$ cat src/rtl/mealy_prog_fsm.sv
// mealy_prog_fsm: programmable Mealy machine with a writable transition/output
// table indexed by {state,in}. Each entry is {next_state,out}.
// Optional feature: define MEALY_PROG_FSM_STEPCNT_EN to build the saturating
// step counter; when undefined, step_cnt is tied to zero.
//
// Handshake: a step is accepted on a rising clk edge when run & in_valid is
// high; out_valid mirrors run & in_valid in the same cycle, while out always
// reflects the table entry for the current {state,in}.
module mealy_prog_fsm #(
  parameter int SW = 2,
  parameter int IW = 1,
  parameter int OW = 3,
  parameter int CW = 8
) (
  input  logic             clk,
  input  logic             reset,
  input  logic             run,
  input  logic             in_valid,
  input  logic [IW-1:0]    in,
  output logic [OW-1:0]    out,
  output logic             out_valid,
  output logic [SW-1:0]    state,
  input  logic             cfg_we,
  input  logic [SW+IW-1:0] cfg_addr,
  input  logic [SW+OW-1:0] cfg_data,
  output logic [CW-1:0]    step_cnt
);

  localparam int AW    = SW + IW;
  localparam int DW    = SW + OW;
  localparam int DEPTH = 1 << AW;

  logic [SW-1:0] state_q, state_d;
  logic [DW-1:0] tbl_q [DEPTH];
  logic [DW-1:0] tbl_d [DEPTH];
  logic [DW-1:0] entry;
  logic [SW-1:0] next_state;
  logic          step;

  // Table lookup for the current {state,in}; pre-write contents are used
  // because the table is only updated at the clock edge.
  always_comb begin
    entry      = tbl_q[{state_q, in}];
    next_state = entry[DW-1:OW];
    out        = entry[OW-1:0];
    step       = run & in_valid;
    out_valid  = step;
    state      = state_q;
  end

  // Next-state and table-write computation.
  always_comb begin
    state_d = step ? next_state : state_q;
    for (int i = 0; i < DEPTH; i++) begin
      tbl_d[i] = tbl_q[i];
    end
    if (cfg_we) begin
      tbl_d[cfg_addr] = cfg_data;
    end
  end

  // State register and table storage, cleared immediately by reset.
  always_ff @(posedge clk or posedge reset) begin
    if (reset) begin
      state_q <= '0;
      for (int i = 0; i < DEPTH; i++) begin
        tbl_q[i] <= '0;
      end
    end else begin
      state_q <= state_d;
      for (int i = 0; i < DEPTH; i++) begin
        tbl_q[i] <= tbl_d[i];
      end
    end
  end

`ifdef MEALY_PROG_FSM_STEPCNT_EN
  localparam logic [CW-1:0] CNT_ONE = {{(CW-1){1'b0}}, 1'b1};
  localparam logic [CW-1:0] CNT_MAX = {CW{1'b1}};

  logic [CW-1:0] cnt_q, cnt_d;

  // Saturating count of accepted steps.
  always_comb begin
    cnt_d = cnt_q;
    if (step && (cnt_q != CNT_MAX)) begin
      cnt_d = cnt_q + CNT_ONE;
    end
  end

  // Step counter register.
  always_ff @(posedge clk or posedge reset) begin
    if (reset) begin
      cnt_q <= '0;
    end else begin
      cnt_q <= cnt_d;
    end
  end

  assign step_cnt = cnt_q;
`else
  assign step_cnt = '0;
`endif

endmodule

$ cat config.mk
export PLATFORM = sky130hd
export DESIGN_NAME = mealy_prog_fsm
export DESIGN_NICKNAME = d
export VERILOG_FILES = /design/src/rtl/mealy_prog_fsm.sv
export SDC_FILE = /design/constraint.sdc
export NUM_CORES = 1
export LEC_CHECK = 0
export CORE_ASPECT_RATIO = 1.5
export CORE_MARGIN = 3
export CORE_UTILIZATION = 45
export DETAILED_ROUTE_END_ITERATION = 8
export PLACE_DENSITY_LB_ADDON = 0.15
export RECOVER_POWER = 25
export SKIP_LAST_GASP = 1
export SLEW_MARGIN = 20
export SYNTH_ARGS = -nofsm -noshare
export SYNTH_HDL_FRONTEND = slang
export SYNTH_SLANG_ARGS = --single-unit
$ cat constraint.sdc
create_clock -name clk -period 3.03 [get_ports clk]
set_clock_uncertainty 0.15 [all_clocks]
set_input_delay 0.606 -clock clk [delete_from_list [all_inputs] [get_ports clk]]
set_output_delay 0.606 -clock clk [all_outputs]
set_load 0.01 [all_outputs]
==> impl_metrics.tcl, run 1 <==
set metrics [dict create \
    tightest_slew_ps 1020 \
    period_minus_slack_ps 2800 \
    reg2reg_slack_ps 1350 \
    vias_per_cell 5.69 \
    dpl-instance-area_sq_um 2220 \
    status "complete, no violations" \
    clock_tree.root_cell "clkbuf_8" \
    r2r-end "state[1]" \
    die_h_microns 87.6 \
    nFillCells 356 \
    place_hpwl_mm 2.93 \
    vias 1133 \
    ant_nets 0 \
    seq_power_share 0.475 \
    cts_buffer_depth 2 \
    place_ws_ps -229 \
    grt_max_degree 43 \
    die-area_sq_um 5300 \
    firstDrtPassIters 4 \
    finalSetupViolCount 0 \
    ys_ff_latch 42 \
    crit_start "in" \
    path_delay_family "multiplexers" \
    antenna_found_initial 0 \
    drc 0 \
    place_inst 191 \
    clk_latency_ps 290 \
    layoutNonFillerInstCount 199 \
    register_area_sq_um 1050 \
    pwr-share-comb 0.262 \
    grt_pass1_vias 1255 \
    routedWlPerCell_microns 20.1 \
    hold_start "tbl_q[1]" \
    p_int_mw 1.22 \
    holdPathStages 1 \
    cp_num_buf_inv 3 \
    synth_area_sq_um 2000 \
    worst_slack_ps 234 \
    routed_wl_mm 3.99 \
    drive_gt1_frac 0.444 \
    drt_iter0_drc 24 \
    multi_input_area_sq_um 871 \
    nets 166 \
    synth_area_per_cell_sq_um 15.5 \
    crit_slowest_cell "mux4_2" \
    gr-total-overflow 0 \
    cts_made_buffers 5 \
    cts_setup_buffers 0 \
    fin_crit_sh 0.923 \
    rr_startpoint "state[0]" \
    rows 29 \
    cts.htree.levels 2 \
    synth_cell_types 15 \
    core_sq_um 4250 \
    start_kind "input pin" \
    min-delay-path-class "reg -> reg" \
    yosysSeqAreaShare 0.526 \
    cts_tree "done" \
    worst_setup_path_end_kind "primary output" \
    synth_top_area_frac 0.526 \
    grt_usage 0.175 \
    path_common_cell "dlygate4sd2_1" \
    cp.arrival_ps 2040 \
    clock-sinks 42 \
    reg2reg_depth 4 \
    power_density_nw_per_um2 718 \
    required_ps 2270 \
    clock_power_share 0.263 \
    p_leak_nw 0.975 \
    gp_congestion 0.732 \
    p_sw_frac 0.267 \
    io_buffers 19 \
    path_class "in -> out" \
    diodes 0 \
    cap_violations 0 \
    cp_slowest_stage_delay_ps 480 \
    relSlewSlack 0.321 \
    fp.dieW_microns 60.4 \
    grt_pass1_wl_mm 6.61 \
    path_cells "dlygate4sd2_1, buf_12, mux4_2, mux2_2, dlygate4sd2_1" \
    yosysTopAreaCell "dfrtp_1" \
    synthCells 129 \
    cp_max_fo 8 \
    ys_top_cells_by_area "dfrtp_1 53%, mux2_2 24%, mux4_2 11%, buf_4 4.1%, nor3b_4 1.9%" \
    fmax_mhz 358 \
    yosys_warnings 0 \
    switchingPower_mw 0.445 \
    synthToLayoutAreaGrowth_pct 16.1 \
    report.final.slew_viol_count 0 \
    holdPathEnd "tbl_q[1]" \
    finalInstanceArea_sq_um 2320 \
    io_pins 28 \
    whs_ps 358 \
    hold_viol_final 0 \
    start_util 0.471 \
    clkTransAtPathRegs_ps 80 \
    irDropWorstVdd_mv 0.663 \
    grt_setup_unrepaired "false" \
]
metal layers:
| metal | global-route usage | wire length, microns | vias up |
|---|---|---|---|
| li1 | - | - | 506 |
| met3 | 0.0457 | 140 | 5 |
| met1 | 0.218 | 1580 | 600 |
| met5 | 0 | 0 | - |
| met4 | 0.0434 | 49 | 0 |
| met2 | 0.301 | 2220 | 22 |
layout by cell type (no fill, tap or decap), drive strengths merged, types with 2 or more instances in the layout:
| cell | instances |
|---|---|
| buf | 3 |
| clkbuf | 7 |
| clkdlybuf4s50 | 14 |
| conb | 8 |
| dfrtp | 42 |
| dlygate4sd2 | 4 |
| inv | 2 |
| mux2 | 43 |
| mux4 | 10 |
| nand2 | 4 |
| nand4b | 3 |
| nor3 | 2 |
| nor3b | 2 |
| o21ai | 4 |
cell usage after synthesis:
cell,number
o21ai_0,4
mux4_2,10
conb_1,1
mux2_2,43
clkbuf_1,1
buf_4,11
nand4b_1,3
nor3_2,2
nor3b_4,2
nand4_1,1
buf_2,2
nand2_1,4
inv_1,2
nand2b_1,1
dfrtp_1,42
what timing repair did:
action | 4_1_cts | 5_1_grt
setup endpoints to repair | 3 | 0
hold buffers | 0 | 0
resized for setup | 4 | 0
area by class of cell:
type | instances | share of cell area
sequential | 42 | 0.453
multi-input combinational | 78 | 0.375
timing repair buffer | 23 | 0.0970
clock buffer | 6 | 0.0312
tap | 46 | 0.0248
clock inverter | 2 | 0.0162
inverter | 2 | 0.00323
sequential cells by signal (all words and copies together), names as in the netlist:
name	flops
tbl_q	40
state	2
power by group through the flow:
stage	Sequential, mW	Combinational, mW	Clock, mW
floorplan	0.747	0.371	0
global placement	0.798	0.453	0
detailed placement	0.807	0.467	0
CTS	0.795	0.448	0.449
global route	0.812	0.475	0.478
finish	0.792	0.436	0.439
stage by stage:
stage / TNS [ps] / total power [mW] / util
finish: 0 / 1.67 / 0.547
CTS: 0 / 1.69 / 0.548
detailed placement: -677 / 1.27 / 0.523
floorplan: 0 / 1.12 / -
global placement: -706 / 1.25 / 0.523
global route: 0 / 1.76 / 0.547
kinds of logic after synthesis:
kind of cell,after synthesis,synth area share
AO/OA/AOI/OAI,4,0.0100
buffers and inverters,16,0.0519
flip-flops,42,0.526
multiplexers,53,0.355
other,1,0.00188
AND/OR/NAND/NOR,13,0.0557
how the worst max path moves through the flow:
| stage | to | slack, ps | cells past startpoint |
|---|---|---|---|
| 2_1_floorplan | out[0] | 530 | 4 |
| 3_3_place_gp | out[2] | -240 | 5 |
| 3_5_place_dp | out[2] | -230 | 5 |
| 4_1_cts | out[2] | 220 | 5 |
| 5_1_grt | out[2] | 180 | 3 |
| 6_report | out[2] | 230 | 5 |
(Power assumes the default switching activity.)
==> run 2: changes to the inputs <==
REMOVE_ABC_BUFFERS = 1   (was default)
==> run 2 against run 1 <==
Non-clock buffer count stayed put. Clock-buffer cell count grew 1. Die area unchanged. Clock power down 18%. Combinational power is 0.9% lower. Routed wire length is 4.9% lower. Sequential share of layout area increased by 0.37 points. Cell count unchanged. Critical endpoint unchanged. Highest routed layer unchanged. Total power down 4.9%. Largest cell class unchanged. Fmax increased by 0.19%. Cell area down 0.81%.
==> impl_metrics.tcl, run 2 (synthesis results as in run 1) <==
set metrics [dict create \
    irDropWorstVdd_mv 0.477 \
    required_ps 2270 \
    period_minus_slack_ps 2790 \
    report.final.slew_viol_count 0 \
    drc 0 \
    fmax_mhz 358 \
    final_cell_mix "43 x mux2_2, 42 x dfrtp_1, 14 x clkdlybuf4s50_1" \
    rows 29 \
    core_sq_um 4250 \
    worst_setup_path_end_kind "primary output" \
    worst_slack_ps 240 \
    vias_per_cell 5.72 \
    diodes 0 \
    cp.arrival_ps 2030 \
    crit_start "in" \
    die-area_sq_um 5300 \
    largest_register_ffs 40 \
    grt_max_degree 43 \
    grt_usage 0.165 \
    fin_crit_sh 0.921 \
    antenna_found_initial 0 \
    clkTransAtPathRegs_ps 70 \
    path_class "in -> out" \
    cts_tree "done" \
    gr-total-overflow 0 \
    place_ws_ps -228 \
    p_leak_nw 0.971 \
    die_h_microns 87.6 \
    multi_input_area_sq_um 871 \
    place_hpwl_mm 2.78 \
    relSlewSlack 0.345 \
    largest_register "tbl_q" \
    fin_total_pwr_mw 1.59 \
    synthToLayoutAreaGrowth_pct 15.2 \
    cp_max_fo 7 \
    register_area_sq_um 1050 \
    start_kind "input pin" \
    finalSetupViolCount 0 \
    power_density_nw_per_um2 689 \
    setup_tns_ps 0 \
    ant_nets 0 \
    firstDrtPassIters 4 \
    nFillCells 349 \
    grt_setup_unrepaired "false" \
    gp_congestion 0.864 \
    fp.dieW_microns 60.4 \
    drt_iter0_drc 31 \
    clock-sinks 42 \
    vias 1138 \
    tightest_slew_ps 982 \
    cap_violations 0 \
    routed_wl_mm 3.80 \
    grt_pass1_wl_mm 6.10 \
    cts_made_buffers 5 \
    io_pins 28 \
    layout_commonest_cell "mux2_2" \
    clock_tree.root_cell "clkbuf_8" \
    grt_pass1_vias 1150 \
    hold_start "tbl_q[23]" \
    nets 166 \
    io_buffers 19 \
    drive_gt1_frac 0.444 \
    hold_viol_final 0 \
    start_util 0.471 \
    min-delay-path-class "reg -> reg" \
    status "complete, no violations" \
    cts.htree.levels 2 \
    rr_startpoint "state[0]" \
    routedWlPerCell_microns 19.1 \
    clk_latency_ps 290 \
    whs_ps 353 \
    cts_buffer_depth 2 \
]
## run 2: changes by cell type in the layout (fill, tap and decap cells not counted)
| cell | delta |
|---|---|
| bufinv_16 | -1 |
| clkbuf_8 | +1 |
| clkinv_2 | +1 |
| clkinvlp_4 | -1 |
## run 2: repair_timing
item | CTS | global route
hold buffers | 0 | 0
setup buffers | 0 | 0
hold endpoints to repair | 0 | 0
endpoints found under the setup margin | 3 | 0
resized for setup | 4 | 0
## run 2: power breakdown
| part | internal (mW) | switching [mW] | total, mW | leakage [nW] |
|---|---|---|---|---|
| combinational | 0.286 | 0.146 | 0.432 | 0.418 |
| clock | 0.184 | 0.178 | 0.361 | 0.0482 |
| sequential | 0.690 | 0.103 | 0.793 | 0.505 |
| total | 1.16 | 0.426 | 1.59 | 0.971 |
## run 2: stage by stage
| stage | area (sq um) | utilization | std cells |
|---|---|---|---|
| after detailed placement | 2220 | 0.523 | 191 |
| final | 2300 | 0.543 | 199 |
| after global placement | 2220 | 0.523 | 191 |
| after global routing | 2300 | 0.543 | 199 |
| after CTS | 2310 | 0.543 | 199 |
| after floorplan | 1930 | - | 122 |
## run 2: per-layer routing
metal | part of all wire | global-route usage | vias to the layer above
li1 | - | - | 507
met1 | 0.41 | 0.211 | 570
met2 | 0.49 | 0.265 | 48
met3 | 0.064 | 0.0354 | 13
met4 | 0.031 | 0.0789 | 0
met5 | 0 | 0 | -
## run 2: final cells by class
class                      instances  area share
timing repair buffer              23      0.0978
sequential                        42       0.456
multi-input combinational         78       0.378
clock inverter                     1     0.00217
tap                               46      0.0250
clock buffer                       7      0.0375
inverter                           2     0.00326
## run 2: final timing paths
| kind | endpoint | slack, ps | depth (start not counted) |
|---|---|---|---|
| min | tbl_q[23] | 350 | 1 |
| min in group asynchronous | state[1] | 910 | 3 |
| max | out[2] | 240 | 5 |
| max in group asynchronous | tbl_q[2] | 1210 | 3 |
| max reg2reg | state[1] | 1420 | 4 |
| min reg2reg | tbl_q[23] | 350 | 1 |
## run 2: critical path, cell delays in order
cell,delay (ps)
dlygate4sd2_1,240
buf_12,140
mux4_2,490
mux2_2,270
dlygate4sd2_1,280
==> run 3: changes to the inputs <==
TNS_END_PERCENT = 20   (was default)
==> results of run 3 <==
Same layout as run 2: the final DEF is identical, and so are final timing and power.
==> variant: new RTL, config.mk and constraints of run 2 <==
Change the parameter `CW` from 8 to 16.
--- a/src/rtl/mealy_prog_fsm.sv
+++ b/src/rtl/mealy_prog_fsm.sv
@@ -10,7 +10,7 @@
   parameter int SW = 2,
   parameter int IW = 1,
   parameter int OW = 3,
-  parameter int CW = 8
+  parameter int CW = 16
 ) (
   input  logic             clk,
   input  logic             reset,
Interface: changed (resized step_cnt); port bits go from 28 to 36. The function was not compared with the original's and may differ.
==> variant against run 2 <==
- first-iteration DRC count fell by 35%
- global-route usage barely moved
- final area rose by 3.2%
- critical path depth did not move
- worst setup slack improved by 0.020 ns
- sequential share of layout area fell by 1.4 points
- sequential cell count did not move
- wire length rose by 5.9%
- area after synthesis rose by 3.0%
- total power rose by 6.5%
- die area rose by 2.7%
- largest power group unchanged
==> variant: results (changes against run 2) <==
* First-pass GRT wire length at 6290 µm (was 6100 µm)
* Synth area leaders: dfrtp_1, mux2_2, mux4_2 (unchanged)
* Reg2Reg Depth at 3 (was 4)
* Post-CTS sizing at 4 (unchanged)
* HP Start: tbl_q[10] (was tbl_q[23])
* H-tree depth at 2 (unchanged)
* DR vias at 1,149 (was 1,138)
* Routed vias/inst at 5.50 (was 5.72)
* Minimum clock period at 2.77 ns (was 2.79 ns)
* Max reg flops at 40 (unchanged)
* Diodes inserted at 0 (unchanged)
* Drt first pass iters at 4 (unchanged)
* Worst hold stages at 1 (unchanged)
* VDD IR max at 0.397 mV (was 0.477 mV)
* Clock latency on the worst-skew pair at 0.29 ns (about the same)
* DRC at 0 (unchanged)
* Met3 WL at 164 µm (was 243 µm)
* CP Max Fanout at 6 (was 7)
* Reg2Reg Setup Slack at 1.35 ns (was 1.42 ns)
* Clock-pin transition on the worst setup and hold timing paths at 0.07 ns (about the same)
* Routed wl met2 at 2180 µm (was 1880 µm)
* Placed cells at 202 (was 191)
* Synth cell count leaders: mux2_2, dfrtp_1, buf_4 (unchanged)
* DR WL/cell at 19.2 µm (was 19.1 µm)
* DP HPWL at 2960 µm (was 2780 µm)
* Relative max-transition margin at 31.5% (was 34.5%)
* Uppermost layer routed: met4 (unchanged)
* Max incr delay on CP at 0.49 ns (about the same)
* Setup WS pre-CTS at -0.206 ns (was -0.228 ns)
* Hold Path End: tbl_q[10] (was tbl_q[23])
* Final nets at 177 (was 166)
* Port Buffer Count at 19 (unchanged)
* Overall Global Routing Usage at 16.6% (was 16.5%)
* CTS root buf: clkbuf_8 (unchanged)
* DRT iter0 DRCs at 20 (was 31)
* Area post-placement at 2270 µm² (was 2220 µm²)
* Layout cells sized above 1 at 43.6% (was 44.4%)
* Number of global-route vias before repair at 1,254 (was 1,150)
* Power density over the cells at 710 nW/µm² (was 689 nW/µm²)
* P_leak at 1.02 nW (was 0.971 nW)
* Outcome: finished clean (unchanged)
* Met1 wire length at 1620 µm (was 1560 µm)
* Initial antenna violation count at 0 (unchanged)
* Largest net degree at the start of global routing at 43 (unchanged)
* GPL Wtd Cong at 0.767 (was 0.864)
* Post-synth ARST share at 100% (unchanged)
* CP Capture Point: out[0] (was out[2])
* Reg2reg start: state[1] (was state[0])
* Crit Reg-Reg Endpoint: state[0] (was state[1])
* Fin Hold WS at 0.351 ns (was 0.353 ns)
* Critical Path Source: in (unchanged)
* Crit path DAT at 2.01 ns (was 2.03 ns)
* Register area share after synthesis at 51.0% (was 52.6%)
* # fillers at 376 (was 349)
* Total CTS buffers at 5 (unchanged)
* Top FF cell, synth: dfrtp_1 (unchanged)
* Post-Syn Area per Cell at 15.0 µm² (was 15.5 µm²)
[variant: cell count changes after synthesis, sizes merged]
cell / change
buf: +8
[variant: cell families after synthesis]
group	share of synthesized area, %
muxes	34.4
DFF	51.0
buffers and inverters	7.96
and+or+nand+nor	5.41
AOI/OAI and AO/OA	0.972
other	0.182
[variant: power by group]
part | switching (mW) | internal (mW) | total [mW]
registers | 0.102 | 0.690 | 0.792
logic | 0.156 | 0.295 | 0.450
clock network | 0.184 | 0.264 | 0.447
total | 0.441 | 1.25 | 1.69
[variant: per-layer routing]
layer / vias to the layer above / GRT usage (%)
li1: 515 / -
met1: 603 / 19.8
met2: 25 / 29.1
met3: 6 / 3.80
met4: 0 / 4.73
met5: - / 0
[variant: layout make-up]
class	count	share of cell area, %
Multi-Input combinational cell	86	37.9
Timing Repair Buffer	26	10.4
Inverter	2	0.316
Tap cell	46	2.42
Clock inverter	1	1.26
Sequential cell	42	44.2
Clock buffer	6	3.47
